File: src/rtl/udl_count_pkg.sv
// Shared types and constants for the parametrised up/down/load counter.
// Slice width, mode encoding and the per-edge operation decode.
package udl_count_pkg;

   localparam int NIB = 4;

   localparam logic MODE_WRAP = 1'b0;
   localparam logic MODE_SAT  = 1'b1;

   typedef enum logic [1:0] {
      OP_HOLD = 2'd0,
      OP_UP   = 2'd1,
      OP_DN   = 2'd2,
      OP_LD   = 2'd3
   } op_e;

   // ld dominates; conflicting or absent count requests hold
   function automatic op_e dec_op(
      input logic ld,
      input logic up,
      input logic dw
   );
      op_e op;
      if (ld)
         op = OP_LD;
      else if (up && !dw)
         op = OP_UP;
      else if (dw && !up)
         op = OP_DN;
      else
         op = OP_HOLD;
      return op;
   endfunction

endpackage

File: src/rtl/udl_count_n_slice4.sv
// 4-bit up/down/load counter slice with local all-ones/all-zeros flags.
// Loads win over counting; the enable arrives already rippled from below.
module udl_slice4
   import udl_count_pkg::*;
#(
   parameter logic [NIB-1:0] RST_VAL = '0
) (
   input  logic           clk,
   input  logic           rst,
   input  logic           ld,
   input  logic [NIB-1:0] ld_val,
   input  logic           cnt_en,
   input  logic           dir,
   output logic [NIB-1:0] q,
   output logic           utc,
   output logic           dtc
);

   logic [NIB-1:0] q_q;
   logic [NIB-1:0] q_d;

   always_comb begin
      q_d = q_q;
      if (ld)
         q_d = ld_val;
      else if (cnt_en)
         q_d = dir ? q_q + 1'b1 : q_q - 1'b1;
   end

   always_ff @(posedge clk) begin
      if (rst)
         q_q <= RST_VAL;
      else
         q_q <= q_d;
   end

   assign q   = q_q;
   assign utc = &q_q;
   assign dtc = ~|q_q;

endmodule

File: src/rtl/udl_count_n.sv
// Modulo-(top+1) up/down/load counter built from rippled 4-bit slices.
// Limit handling reuses the slice load path to force 0 or top.
module udl_count_n
   import udl_count_pkg::*;
#(
   parameter int               WIDTH   = 16,
   parameter logic [WIDTH-1:0] RST_VAL = '0
) (
   input  logic             clk,
   input  logic             rst,
   input  logic [WIDTH-1:0] D,
   input  logic             ld,
   input  logic             up,
   input  logic             dw,
   input  logic             sat,
   input  logic [WIDTH-1:0] top,
   output logic [WIDTH-1:0] Q,
   output logic             UTC,
   output logic             DTC,
   output logic             wrap
);

   localparam int NS = WIDTH / NIB;

   op_e              op;
   logic             at_top;
   logic             at_zero;
   logic             base_en;
   logic             dir;
   logic             ovr_ld;
   logic [WIDTH-1:0] ovr_val;
   logic             sl_ld;
   logic [WIDTH-1:0] sl_val;
   logic [NS-1:0]    en;
   logic [NS-1:0]    s_utc;
   logic [NS-1:0]    s_dtc;
   logic [WIDTH-1:0] q_v;
   logic             wrap_q;
   logic             wrap_d;

   assign op      = dec_op(ld, up, dw);
   assign at_top  = q_v >= top;
   assign at_zero = q_v == '0;

   always_comb begin
      base_en = 1'b0;
      dir     = 1'b1;
      ovr_ld  = 1'b0;
      ovr_val = '0;
      wrap_d  = 1'b0;
      unique case (op)
         OP_UP: begin
            dir = 1'b1;
            if (!at_top) begin
               base_en = 1'b1;
            end else if (sat == MODE_WRAP) begin
               ovr_ld  = 1'b1;
               ovr_val = '0;
               wrap_d  = 1'b1;
            end
         end
         OP_DN: begin
            dir = 1'b0;
            if (!at_zero) begin
               base_en = 1'b1;
            end else if (sat == MODE_WRAP) begin
               ovr_ld  = 1'b1;
               ovr_val = top;
               wrap_d  = 1'b1;
            end
         end
         OP_LD:   ;
         OP_HOLD: ;
         default: ;
      endcase
   end

   assign sl_ld  = ld | ovr_ld;
   assign sl_val = ld ? D : ovr_val;

   // slice i counts only when every lower slice is at its rollover point
   always_comb begin
      logic acc;
      acc = base_en;
      en  = '0;
      for (int i = 0; i < NS; i++) begin
         en[i] = acc;
         acc   = acc & (dir ? s_utc[i] : s_dtc[i]);
      end
   end

   for (genvar g = 0; g < NS; g++) begin : g_slice
      udl_slice4 #(
         .RST_VAL (RST_VAL[g*NIB +: NIB])
      ) u_slice (
         .clk    (clk),
         .rst    (rst),
         .ld     (sl_ld),
         .ld_val (sl_val[g*NIB +: NIB]),
         .cnt_en (en[g]),
         .dir    (dir),
         .q      (q_v[g*NIB +: NIB]),
         .utc    (s_utc[g]),
         .dtc    (s_dtc[g])
      );
   end

   always_ff @(posedge clk) begin
      if (rst)
         wrap_q <= 1'b0;
      else
         wrap_q <= wrap_d;
   end

   assign Q    = q_v;
   assign UTC  = at_top;
   assign DTC  = at_zero;
   assign wrap = wrap_q;

endmodule

File: config.mk
export PLATFORM = sky130hd
export DESIGN_NAME = udl_count_n
export DESIGN_NICKNAME = d
export VERILOG_FILES = /design/src/rtl/udl_count_pkg.sv /design/src/rtl/udl_count_n_slice4.sv /design/src/rtl/udl_count_n.sv
export SDC_FILE = /design/constraint.sdc
export NUM_CORES = 1
export LEC_CHECK = 0
export ABC_AREA = 1
export BUFFER_PORTS_ARGS = -buffer_cell sky130_fd_sc_hd__buf_2
export CORE_MARGIN = 2
export CORE_UTILIZATION = 29
export DETAILED_ROUTE_END_ITERATION = 12
export GPL_TIMING_DRIVEN = 0
export PLACE_DENSITY_LB_ADDON = 0.3
export SETUP_SLACK_MARGIN = 0.1
export SKIP_LAST_GASP = 1
export SLEW_MARGIN = 20
export SYNTH_ARGS = -nofsm -noshare
export SYNTH_HDL_FRONTEND = slang
export SYNTH_SLANG_ARGS = --single-unit
File: constraint.sdc
create_clock -name clk -period 2.6 [get_ports clk]
set_clock_uncertainty 0.15 [all_clocks]
set_input_delay 0 -clock clk [delete_from_list [all_inputs] [get_ports clk]]
set_output_delay 0 -clock clk [all_outputs]
set_load 0.02 [all_outputs]
==> reports/qor.csv, run 1 <==
metric,value,unit
run status,completed,
flop-to-flop setup slack,270,ps
Mapped Cells,347,
DRC errors left,0,
Synth Area per Inst,6.400,um2
Slew headroom,58.89,%
share of cells above drive strength 1,28.16,%
Initial Util,30.30,%
first-pass GRT wire length,10940,um
highest clock rate,429.8,MHz
DIE AREA,0.008374,mm2
most frequent cells in the layout,"84 x nand2_1, 55 x buf_2, 40 x inv_1",
via-per-instance ratio,4.875,
"most common cell after layout, fill and taps aside",nand2_1,
Final Setup Violations,0,
unrepaired setup endpoints after global routing,false,
Cell variety after synth,35,
CTS tree,built,
Pleak,1.488,nW
share of the synthesized area in the top cell type,15.32,%
Hold Path Class,input port to flip-flop,
grt peak-use layer,met2,
largest net degree at the start of global routing,12,
Root Driver,clkbuf_8,
global route overflow,0,
Antenna diodes,0,
register area share after synthesis,15.32,%
P&R area growth vs syn,29.92,%
vias in the first global route,2210,
GPL Wtd Cong,0.8455,
Setup TNS,0,ps
Synth area leaders,"dfxtp_1 15%, nand2_1 15%, ha_1 15%",
worst hold path startpoint,D[1],
Synth area leader,dfxtp_1,
number of H-tree levels,1,
Fin. Hold Viols,0,
Layout Utilization,39.36,%
CORE AREA,0.007331,mm2
# rows,31,
Sink Count,17,
initial antenna violation count,0,
DR pass1 iterations,5,
WHS Path Cells,7,
via count,2525,
Yosys warning total,0,
Worst Max-Slew Pin Slew,616.6,ps
met3 Use GR,2.573,%
Critical Path Source,g_slice[3].u_slice.q[1],
total wire length,6898,um
crit path max fanout,5,
die width,91.51,um
"IR drop worst, VDD",0.1549,mV
Tot GR Track Use,16.18,%
fin. max-slew vios,0,
max cap viols,0,
worst r2r src,g_slice[3].u_slice.q[1],
post-DP HPWL,5301,um
DRT iter0 DRCs,147,
worst r2r dst,g_slice[3].u_slice.q[2],
post-layout min period,2326,ps
register bit total from synthesis,17,
Final #Nets,488,
die height,91.51,um
Worst-Skew Late Latency,250,ps
Max clock buf depth,2,
met1 Use GR,23.62,%
R2R depth,14,
Hold Path End,g_slice[0].u_slice.q[1],
mapped cell area,0.002221,mm2
Power Dens Cells,386.1,mW/mm2
Startpoint Class,flip-flop,
Post-Syn Nets,415,
grt met2 use,25.12,%
crit end category,flip-flop,
"Data arrival, critical path",2320,ps
io pins,57,
WS Path Type,flip-flop to flip-flop,
Port-buffer cells,53,
DR WL/cell,13.32,um
clock-pin transition on the worst setup and hold timing paths,70,ps
ANT nets after route,0,
period utilization,89.48,%
CP required,2600,ps
CTS buffer count,3,
## layer usage
metal	share of wire [%]	up-vias	wire length (um)
li1	-	1290	-
met5	0	-	0
met2	43	101	2981
met3	7.1	10	490
met1	49	1124	3362
met4	0.93	0	64
## final cells by class
cell class | instances | area (um2)
inverters | 48 | 186.4
clock buffers | 4 | 45.04
fillers | 794 | 4446
well taps | 99 | 123.9
multi-input cells | 269 | 1660
plain buffers | 13 | 103.9
repair buffers | 68 | 410.4
flip-flops and latches | 17 | 355.3
## registers in the layout, summed over array words and instances, names as in the netlist
| register | count |
|---|---|
| g_slice.u_slice.q | 16 |
| wrap | 1 |
## kinds of logic after synthesis
family	synth area share, %
flip-flops	15.32
adder cells (fa/ha/maj)	18.25
buffers and inverters	12.39
XOR/XNOR	3.549
AO/OA/AOI/OAI	12.62
AND/OR/NAND/NOR	37.86
## synth_stat cells
library cell,number
nand2_1,87
inv_1,40
nand3_1,36
ha_1,26
nor2_1,25
a21oi_1,22
dfxtp_1,17
o21ai_1,13
nand4_1,9
nor3_1,7
xnor2_1,7
nand2_2,6
o21ai_0,6
a21oi_2,5
inv_2,5
fa_1,4
buf_2,3
buf_6,3
clkbuf_1,3
nand2_4,3
buf_1,2
inv_4,2
nand2_8,2
nor4_1,2
xor2_1,2
a41oi_1,1
buf_4,1
buf_8,1
clkinv_1,1
nand3b_1,1
nor2_2,1
nor2_4,1
o2111ai_1,1
o21a_1,1
o22ai_1,1
## worst max-delay path, stage by stage, from the launching register on
cell     delay [ps]
dfxtp_1         360
ha_1            320
nand4_1         190
a21oi_1         260
nor2_2           80
nand3_1         130
nand2_4         120
buf_4           160
buf_4           120
nand3_1          50
nand2_1          60
inv_1            50
nand3_1          50
nand2_1          70
nor2_1           40
## stage by stage
step                hold slack, ps  worst slack (ps)  area (um2)  cells  power [mW]
finish                       47.88             273.6        2885    518       1.114
global route                 89.53             108.8        2885    518       1.204
CTS                          58.39             105.6        2749    513       1.082
detailed placement           147.4            -699.8        2610    499      0.8649
global placement             139.0            -665.4        2610    499      0.8565
floorplan                    37.88             114.5        2221    347      0.7132
## worst max-delay path by stage
stage	endpoint	slack, ps	cells after the start
floorplan	g_slice[3].u_slice.q[2]	110	14
global placement	g_slice[3].u_slice.q[3]	-670	13
detailed placement	g_slice[3].u_slice.q[3]	-700	13
CTS	g_slice[0].u_slice.q[0]	110	16
global route	g_slice[3].u_slice.q[3]	110	14
finish	g_slice[3].u_slice.q[2]	270	14
## where the power goes
part,internal [mW],switching (mW)
sequential,0.289,0.0478
clock,0.109,0.0991
combinational,0.234,0.336
total,0.631,0.483
## timing repair
action / in CTS / in global routing
endpoints found under the setup margin: 16 / 16
resized for setup: 2 / 26
hold endpoints to repair: 3 / 0
hold buffers: 6 / 0
setup buffers: 4 / 4
cloned: 0 / 1
pin swaps: 1 / 4
No activity file was read; power rests on OpenSTA's default activity.
==> run 2, diff against run 1 <==
- CTS_BUF_LIST: not set -> sky130_fd_sc_hd__clkbuf_8
- clock period: 2.6 -> 2.4 ns (I/O delays scaled with it)
==> reports/qor.csv, run 2 (synthesized netlist as in run 1, its figures left out) <==
metric,value,unit,change
run status,completed,,
via-per-instance ratio,4.833,,-0.84%
number of H-tree levels,1,,unchanged
# fillers,794,,unchanged
fin. max-slew vios,0,,unchanged
max reg flops,16,,unchanged
wl on met1,3517,um,+4.6%
P&R area growth vs syn,43.83,%,
Antenna diodes,0,,unchanged
DR WL/cell,14.15,um,+6.2%
vias in the first global route,2392,,+8.2%
CTS tree,built,,
period utilization,93.72,%,+4.2 points
"most common cell after layout, fill and taps aside",nand2_1,,
largest net degree at the start of global routing,12,,unchanged
Final #Nets,498,,+2.0%
DR pass1 iterations,4,,-1
die height,91.51,um,unchanged
first-pass GRT wire length,11390,um,+4.1%
Fin. Hold Viols,0,,unchanged
via count,2552,,+1.1%
CORE AREA,0.007331,mm2,unchanged
flop-to-flop setup slack,150,ps,-120 ps
max cap viols,0,,unchanged
clock-pin transition on the worst setup and hold timing paths,80,ps,about the same
Worst Max-Slew Pin Slew,687.3,ps,+70.71 ps
Final Setup Violations,0,,unchanged
Layout Utilization,43.57,%,+4.2 points
hold slack final,49.92,ps,+2.042 ps
Max clock buf depth,2,,unchanged
crit end category,flip-flop,,
post-DP HPWL,5344,um,+0.81%
die width,91.51,um,unchanged
ANT nets after route,0,,unchanged
top sig layer,met4,,
initial antenna violation count,0,,unchanged
post-layout min period,2249,ps,-77.09 ps
Sink Count,17,,unchanged
total wire length,7470,um,+8.3%
GPL Wtd Cong,0.8474,,+0.22%
Pleak,1.597,nW,+7.3%
Total Power,1.312,mW,+18%
# rows,31,,unchanged
most frequent cells in the layout,"80 x nand2_1, 56 x buf_2, 39 x inv_1",,
Initial Util,30.30,%,unchanged
"Data arrival, critical path",2300,ps,-20 ps
Worst-Skew Late Latency,270,ps,+20 ps
DRC errors left,0,,unchanged
global route overflow,0,,unchanged
Root Driver,clkbuf_8,,
Startpoint Class,flip-flop,,
met3 wire length,454,um,-7.3%
Port-buffer cells,53,,unchanged
CP required,2450,ps,-150 ps
Tot GR Track Use,16.77,%,+0.59 points
metal2 WL,3405,um,+14%
WS Path Type,flip-flop to flip-flop,,
unrepaired setup endpoints after global routing,true,,
crit path max fanout,8,,+3
Power Dens Cells,410.8,mW/mm2,+6.4%
io pins,57,,unchanged
highest clock rate,444.6,MHz,+3.4%
Slew headroom,54.18,%,-4.7 points
share of cells above drive strength 1,37.06,%,+8.9 points
DRT iter0 DRCs,138,,-6.1%
CTS buffer count,3,,unchanged
DIE AREA,0.008374,mm2,unchanged
"IR drop worst, VDD",0.1774,mV,+15%
Hold Path Class,input port to flip-flop,,
## run 2: cell count changes in the layout (fill, tap and decap cells not counted), moves of 5 or more
cell     previous run  this run
a21oi_1            22        15
a21oi_2             4        11
buf_4               9        15
ha_1               24        18
ha_4                1         7
nand2_2             8        13
nand3_1            35        28
nand3_2             1         8
## run 2: critical path, cell delays in order (launching register included)
cell and delay [ps]:
dfxtp_1 420, ha_1 270, a21oi_1 140, o21a_1 150, nand2_2 70, nand2_2 100, nand3_2 100, nand2_4 130
nand2_8 100, buf_8 140, a21oi_4 200, nand2_2 80, a21oi_2 120
## run 2: layer usage
layer / vias to the layer above / track usage, %
met5: - / 0
met4: 0 / 4.545
met3: 9 / 2.490
met2: 83 / 26.59
met1: 1157 / 23.55
li1: 1303 / -
## run 2: per-stage QoR
stage / setup TNS (ps) / cell area, um2 / setup slack (ps) / instances
6_report: 0 / 3194 / 150.7 / 528
5_1_grt: -13.64 / 3194 / -10.89 / 528
4_1_cts: 0 / 2826 / 95.71 / 517
3_5_place_dp: -6420 / 2614 / -501.3 / 499
3_3_place_gp: -6418 / 2614 / -493.3 / 499
2_1_floorplan: 0 / 2225 / 108.2 / 347
## run 2: final cells by class
type / count / area, um2 / area share (%)
multi-input cells: 269 / 1815 / 56.84
inverters: 48 / 193.9 / 6.071
clock buffers: 3 / 41.29 / 1.293
repair buffers: 78 / 543.0 / 17.00
well taps: 99 / 123.9 / 3.878
plain buffers: 13 / 108.9 / 3.408
clock inverters: 1 / 3.754 / 0.1175
flip-flops and latches: 17 / 364.1 / 11.40
## run 2: path summary, 6_finish.rpt
path / from / end / cells after the start
max: g_slice[1].u_slice.q[3] / g_slice[0].u_slice.q[0] / 12
min reg2reg: g_slice[2].u_slice.q[3] / g_slice[2].u_slice.q[3] / 2
min: D[5] / g_slice[1].u_slice.q[1] / 7
max reg2reg: g_slice[1].u_slice.q[3] / g_slice[0].u_slice.q[0] / 12
## run 2: what timing repair did
item | in CTS | in global routing
gates resized for setup | 15 | 53
pin swaps | 4 | 24
endpoints found under the hold margin | 3 | 0
hold buffers | 6 | 0
buffers inserted | 8 | 8
gates cloned | 0 | 3
setup endpoints to repair | 16 | 16
## run 2: power by group
part           leakage [nW]  switching, mW  internal [mW]
logic                  1.43          0.408          0.310
registers             0.145         0.0536          0.314
clock network        0.0269          0.112          0.114
total                  1.60          0.574          0.738
